**config.mk**
```make
export PLATFORM = sky130hd
export DESIGN_NAME = id_ex_stage
export DESIGN_NICKNAME = d
export VERILOG_FILES = /design/src/rtl/id_ex_stage.sv
export SDC_FILE = /design/constraint.sdc
export NUM_CORES = 1
export LEC_CHECK = 0
export CELL_PAD_IN_SITES_DETAIL_PLACEMENT = 1
export CELL_PAD_IN_SITES_GLOBAL_PLACEMENT = 1
export CORE_MARGIN = 1
export CORE_UTILIZATION = 31
export DETAILED_ROUTE_END_ITERATION = 6
export PLACE_DENSITY_LB_ADDON = 0.08
export SKIP_LAST_GASP = 1
export SLEW_MARGIN = 5
export SYNTH_ARGS = -nofsm -noshare
export SYNTH_HDL_FRONTEND = slang
export SYNTH_SLANG_ARGS = --single-unit
export TNS_END_PERCENT = 5
```
**constraint.sdc**
```tcl
create_clock -name clk -period 1.5 [get_ports clk]
set_input_delay 0.225 -clock clk [delete_from_list [all_inputs] [get_ports clk]]
set_output_delay 0.225 -clock clk [all_outputs]
set_load 0.1 [all_outputs]
```
**src/rtl/id_ex_stage.sv**
```systemverilog
// ID/EX pipeline register plus EX-stage operand forwarding and load-use hazard detection.
// A load in EX whose destination matches a source of the ID instruction stalls PC and IF/ID
// for one cycle while a bubble is loaded. The forwarding codes then resolve to the Wr-stage data.
module id_ex_stage #(
    parameter int unsigned DATA_W = 32,
    parameter int unsigned CTRL_W = 8
) (
    input  logic              clk,
    input  logic              rst_n,
    input  logic              id_valid,
    input  logic [DATA_W-1:0] id_busA,
    input  logic [DATA_W-1:0] id_busB,
    input  logic [DATA_W-1:0] id_imm,
    input  logic [4:0]        id_rs,
    input  logic [4:0]        id_rt,
    input  logic [4:0]        id_dst,
    input  logic [CTRL_W-1:0] id_ctrl,
    input  logic              id_RegWr,
    input  logic              id_MemtoReg,
    input  logic              id_ALUSrc,
    input  logic [1:0]        ALUSrcC,
    input  logic [1:0]        ALUSrcD,
    input  logic              flush,
    input  logic [DATA_W-1:0] mem_result,
    input  logic [DATA_W-1:0] wr_data,
    input  logic              wr_RegWr,
    output logic              stall,
    output logic [DATA_W-1:0] ex_opA,
    output logic [DATA_W-1:0] ex_opB,
    output logic [DATA_W-1:0] ex_store,
    output logic [CTRL_W-1:0] ex_ctrl,
    output logic              ex_RegWr,
    output logic              ex_MemtoReg,
    output logic              ex_valid,
    output logic [4:0]        ex_Reg
);

    localparam int unsigned REG_W = 5;
    localparam logic [1:0]  SRC_REG  = 2'b00;
    localparam logic [1:0]  SRC_MEM  = 2'b01;
    localparam logic [1:0]  SRC_WR   = 2'b10;
    localparam logic [1:0]  SRC_HOLD = 2'b11;

    typedef struct packed {
        logic              valid;
        logic [DATA_W-1:0] busA;
        logic [DATA_W-1:0] busB;
        logic [DATA_W-1:0] imm;
        logic [REG_W-1:0]  dst;
        logic [CTRL_W-1:0] ctrl;
        logic              RegWr;
        logic              MemtoReg;
        logic              ALUSrc;
        logic [1:0]        codeC;
        logic [1:0]        codeD;
    } pr_t;

    pr_t               pr_q;
    pr_t               pr_d;
    logic [DATA_W-1:0] hold_q;
    logic              hz;
    logic [DATA_W-1:0] fwd_a;
    logic [DATA_W-1:0] fwd_b;

    // Load in EX feeding the ID instruction; rt is compared even for immediate-form consumers.
    assign hz = pr_q.valid & pr_q.MemtoReg & pr_q.RegWr & (pr_q.dst != REG_W'(0)) & id_valid
              & ((pr_q.dst == id_rs) | (pr_q.dst == id_rt));

    // A taken branch kills the ID instruction, so there is nothing left to stall for.
    assign stall = hz & ~flush;

    // Next pipeline-register contents: bubble on flush/hazard, else capture ID.
    always_comb begin
        pr_d = '0;
        if (!(flush || hz)) begin
            pr_d.valid    = id_valid;
            pr_d.busA     = id_busA;
            pr_d.busB     = id_busB;
            pr_d.imm      = id_imm;
            pr_d.dst      = id_dst;
            pr_d.ctrl     = id_ctrl;
            pr_d.RegWr    = id_RegWr;
            pr_d.MemtoReg = id_MemtoReg;
            pr_d.ALUSrc   = id_ALUSrc;
            pr_d.codeC    = ALUSrcC;
            pr_d.codeD    = ALUSrcD;
            if (!id_valid) begin
                pr_d.RegWr    = 1'b0;
                pr_d.MemtoReg = 1'b0;
                pr_d.ctrl     = '0;
            end
        end
    end

    // ID/EX pipeline register.
    always_ff @(posedge clk or negedge rst_n) begin
        if (!rst_n) begin
            pr_q <= '0;
        end else begin
            pr_q <= pr_d;
        end
    end

    // One-entry hold of the most recently retired register write (code 11 source).
    always_ff @(posedge clk or negedge rst_n) begin
        if (!rst_n) begin
            hold_q <= '0;
        end else if (wr_RegWr) begin
            hold_q <= wr_data;
        end
    end

    // Resolve forwarding codes into the rs/rt operand values.
    always_comb begin
        fwd_a = pr_q.busA;
        fwd_b = pr_q.busB;
        case (pr_q.codeC)
            SRC_REG:  fwd_a = pr_q.busA;
            SRC_MEM:  fwd_a = mem_result;
            SRC_WR:   fwd_a = wr_data;
            SRC_HOLD: fwd_a = hold_q;
            default:  fwd_a = pr_q.busA;
        endcase
        case (pr_q.codeD)
            SRC_REG:  fwd_b = pr_q.busB;
            SRC_MEM:  fwd_b = mem_result;
            SRC_WR:   fwd_b = wr_data;
            SRC_HOLD: fwd_b = hold_q;
            default:  fwd_b = pr_q.busB;
        endcase
    end

    assign ex_opA      = fwd_a;
    assign ex_store    = fwd_b;
    assign ex_opB      = pr_q.ALUSrc ? pr_q.imm : fwd_b;
    assign ex_ctrl     = pr_q.ctrl;
    assign ex_RegWr    = pr_q.RegWr;
    assign ex_MemtoReg = pr_q.MemtoReg;
    assign ex_valid    = pr_q.valid;
    assign ex_Reg      = pr_q.dst;

endmodule

```
Word-level counts from Yosys, hierarchy flattened
Cells that the tools add are included.

Bits in registers: 149. Input port bits: 195. Logic and storage cells: 37.

Equality and inequality tests: 8. Mux-type cells: 5. Bitwise gates (word level): 8. Reduce and logical (&&, ||, !) cells: 4.

Operator list (number): one-hot mux 32 bit (4 select lines) (2); 2-to-1 mux 117 bit (1); 2-to-1 mux 32 bit (1); equality test 5 bit (2); 2-to-1 mux 10 bit (1); equality test 2 bit (second input constant) (4); bitwise AND 1 bit (6); nonzero test 5 bit (1); equality test 2 x 1 -> 1 bit (second input constant) (2); zero test 2 bit (2); logical OR 1 bit (1); NOT 1 bit (1); bitwise OR 1 bit (1).

Depth between registers and ports, before layout
Depth in word-level cells: 7. Depth in mapped cells: 7.

Least setup slack after synthesis
OpenSTA, ideal clock, no wires.

Kind: register to output. Start point: register pr_q (netlist bit ex_valid). End point: output port stall. Arrival: 2.431 ns. Data required time: 1.275 ns. Slack: -1.156 ns. Cell stages (with the launch flop): 5. Path buffers: 1. Path through: dfrtp_1 -> nand4_1 -> a21oi_2 -> buf_2 -> and3b_1.

Cells in the longest elaborated chain, start to end: 6.

Ends and longest elaborated chain: start, declared (line 58) `pr_t pr_q;`; start signal, assigned (line 100) `pr_q <= pr_d;`; bitwise AND 1 bit (4 in series) (line 66) `assign hz = pr_q.valid & pr_q.MemtoReg & pr_q.RegWr & (pr_q.dst != REG_W'(0)) & id_valid`; bitwise AND 1 bit (line 67) `& ((pr_q.dst == id_rs) | (pr_q.dst == id_rt));`; bitwise AND 1 bit (line 70) `assign stall = hz & ~flush;`; end, declared (line 27) `output logic stall,`.

No other way between the ends.

Worst setup path in the final report
Start point: register pr_q[0] in the netlist's numbering. End point: output port ex_opB[30].

Cells in the longest elaborated chain, start to end: 3. Elaborated cells on any way between the ends: 6. Classes of those cells: eq/ne (3); mux (2); reduce/logical (1).

Ends and longest elaborated chain: equality test 2 bit, or another cell as far along (line 124) `case (pr_q.codeD)`; one-hot mux 32 bit (4 select lines) (*) (line 124); 2-to-1 mux 32 bit (*) (line 135) `assign ex_opB = pr_q.ALUSrc ? pr_q.imm : fwd_b;`; end, declared (line 29) `output logic [DATA_W-1:0] ex_opB,`.

Mark *: on every way between the ends. The rest lies on a longest branch, timed or not.

==> impl_metrics.json <==
{
  "cts_tree": "built",
  "startpoint_type": "register",
  "pwr-share-seq_pct": 30.1,
  "cts_buffers": 17,
  "synthArstFlopShare_pct": 100,
  "ys_ff_latch": 149,
  "grt_max_degree": 41,
  "cts_sinks": 149,
  "dieWidth_um": 160,
  "synth.area.top_cells": "dfrtp_1 48%, mux4_2 18%, mux2_2 9.3%, nand2b_1 8.6%, a21oi_1 7.5%",
  "finalSetupTns_ns": -77.80,
  "hold-worst-slack_ns": 0.202,
  "start_util_pct": 31.7,
  "wirelength_mm": 28.7,
  "worst_slack_ns": -0.805,
  "cp_cell_sequence": "buf_6 > buf_12 > mux4_2 > mux2_4 > buf_12",
  "yosys_warnings": 0,
  "gp_congestion": 0.788,
  "worst_setup_path_end_kind": "primary output",
  "p_int_mw": 9.39,
  "clockPowerShare_pct": 29.2,
  "period_share_pct": 154,
  "gr-total-overflow": 0,
  "synth_edf_count": 0,
  "synthCells": 604,
  "synth.distinct_cells": 22,
  "syn-cell-area_um2": 7730,
  "synth.top_cell.area_share_pct": 48.3,
  "cap_viol_max_count": 0,
  "power_switching_mw": 5.23,
  "synth_ff_type": "dfrtp_1",
  "finalSetupViolations": 207,
  "core-area_um2": 24400,
  "port_buffers": 307,
  "clock-root-buffer": "clkbuf_16",
  "power_mw": 14.6,
  "violations": "negative setup slack",
  "top_level_ports": 308,
  "final.fill_count": 2408,
  "ctsLongestPathBuffers": 2,
  "ys_seq_area_share_pct": 48.3,
  "critPathBufInv": 3,
  "cp_data_arrival_time_ns": 2.08,
  "post_drt_wl_per_cell_um": 21.8,
  "p_per_area_nw_per_um2": 1050,
  "p_leak_nw": 5.96,
  "slowest_stage": "mux4_2",
  "synth_most_common_cell": "dfrtp_1",
  "critPathMaxStageDelay_ns": 0.54,
  "min_period_ns": 2.31,
  "grt_usage_pct": 23.2,
  "drv_slew": 0,
  "relSlewSlack_pct": 67.8,
  "grt_pass1_vias": 7614,
  "drt_iter0_drc": 202,
  "hpwlAfterDp_mm": 21.5,
  "cp_common_cell": "buf_12",
  "dieHeight_um": 160,
  "crit_type": "register to primary output",
  "clk_latency_ns": 0.42,
  "cts.clk_slew.worst_paths_ns": 0.06,
  "postSynthAreaPerCell_um2": 12.8,
  "num_vias": 6464,
  "area_growth_pct": 80.5,
  "viasPerCell": 4.90,
  "synth_nets": 799,
  "switching_share_pct": 35.8,
  "max_freq_ghz": 0.434,
  "hold_violations": 0,
  "ant_nets": 0,
  "ctsHtreeMaxLevel": 4,
  "tightestPinTransition_ns": 0.484,
  "clock_skew_ns": 0.00908,
  "vdd_drop_max_uv": 641,
  "worstPathRequired_ns": 1.27,
  "nets": 1176,
  "die_area_um2": 25600,
  "antenna_found_initial": 4,
  "combinationalPowerShare_pct": 40.7,
  "yosysTopAreaCell": "dfrtp_1",
  "path_delay_family": "multiplexers",
  "grt_pass1_wl_mm": 44.7,
  "hp-class": "input pin to register",
  "grt_setup_unrepaired": "yes",
  "row_count": 57,
  "drive_gt1_share_pct": 41.0,
  "post-route-drc-count": 0,
  "dr.pass1.iters": 6,
  "status": "complete, but fails checks",
  "synth_common_cells": "149 x dfrtp_1, 116 x a21oi_1, 106 x nand2b_1, 64 x mux2_2, 62 x mux4_2",
  "path_max_fanout": 8
}
metal layers:
| metal | routed length [um] | global-route usage, % | part of all wire, % |
|---|---|---|---|
| met5 | 27 | 0 | 0.094 |
| met4 | 509 | 7.06 | 1.8 |
| met3 | 1620 | 5.82 | 5.6 |
| met1 | 11400 | 27.6 | 40 |
| met2 | 15200 | 41.2 | 53 |
cells by family (layout without fill, tap and decap cells):
logic type | count (synthesis) | count (layout) | synth area share [%]
compound gates | 119 | 119 | 7.80
other cells | 0 | 2 | 0
mux | 128 | 128 | 28.1
flops | 149 | 149 | 48.3
xor+xnor | 10 | 10 | 1.13
buf+inv | 73 | 463 | 5.05
simple gates | 125 | 125 | 9.68
per-stage QoR:
stage | worst slack, ns | std cells | instance area, um^2 | util [%]
after floorplan | -0.616 | 604 | 7870 | -
after global placement | -0.386 | 1274 | 13200 | 54.3
after detailed placement | -0.427 | 1274 | 13200 | 54.3
after CTS | -0.849 | 1314 | 13900 | 57.0
after global routing | -0.870 | 1320 | 13900 | 57.2
final | -0.805 | 1320 | 13900 | 57.2
worst min-delay path: stages:
cell and delay [ns]:
buf_2 0.17, nand2b_1 0.14, a21oi_1 0.04
timing repair:
action	CTS	global route
setup buffers	6	4
resized for setup	2	1
endpoints found under the setup margin	207	214
hold buffers	1	0
endpoints found under the hold margin	34	0
cloned	1	0
area by class of cell:
cell class              instances  area, um^2  area share (%)
diodes                          2        5.00          0.0359
clock inverters                11         124           0.888
well taps                     324         405            2.91
flip-flops and latches        149        3740            26.8
repair buffers                431        5470            39.2
clock buffers                  21         460            3.30
multi-input cells             382        3740            26.8
power by group through the flow:
stage / combinational, mW / sequential (mW) / clock [mW]
after global placement: 5.86 / 4.45 / 0
after global routing: 6.16 / 4.42 / 4.54
after CTS: 5.99 / 4.40 / 4.40
after floorplan: 3.30 / 4.44 / 0
after detailed placement: 5.94 / 4.47 / 0
final: 5.96 / 4.40 / 4.28
flip-flops by register name, summed over array words and instances (netlist names):
signal,cells
pr_q,101
hold_q,32
ex_ctrl,8
ex_Reg,5
ex_MemtoReg,1
ex_RegWr,1
ex_valid,1
cell usage in the layout (no fill, tap or decap), types with 3 or more instances in the layout:
| cell type | n |
|---|---|
| dfrtp_2 | 8 |
| nand2_1 | 12 |
| clkdlybuf4s50_1 | 191 |
| clkbuf_16 | 17 |
| mux2_2 | 32 |
| dfrtp_1 | 141 |
| mux4_2 | 64 |
| nand2b_1 | 106 |
| mux2_4 | 32 |
| buf_12 | 138 |
| xnor2_1 | 10 |
| clkinvlp_4 | 3 |
| a21oi_1 | 116 |
| clkinv_2 | 3 |
| buf_4 | 95 |
| buf_6 | 3 |
final timing paths:
check	start	end	slack, ns	depth (start not counted)
max in group asynchronous	rst_n	hold_q[16]	0.61	3
min reg2reg	hold_q[11]	hold_q[11]	0.53	1
min in group asynchronous	rst_n	pr_q[93]	0.30	2
max	pr_q[0]	ex_opB[30]	-0.81	5
min	flush	ex_Reg[4]	0.20	3
max reg2reg	ex_Reg[4]	pr_q[22]	-0.19	6
Power figures use the tool's default switching activity.
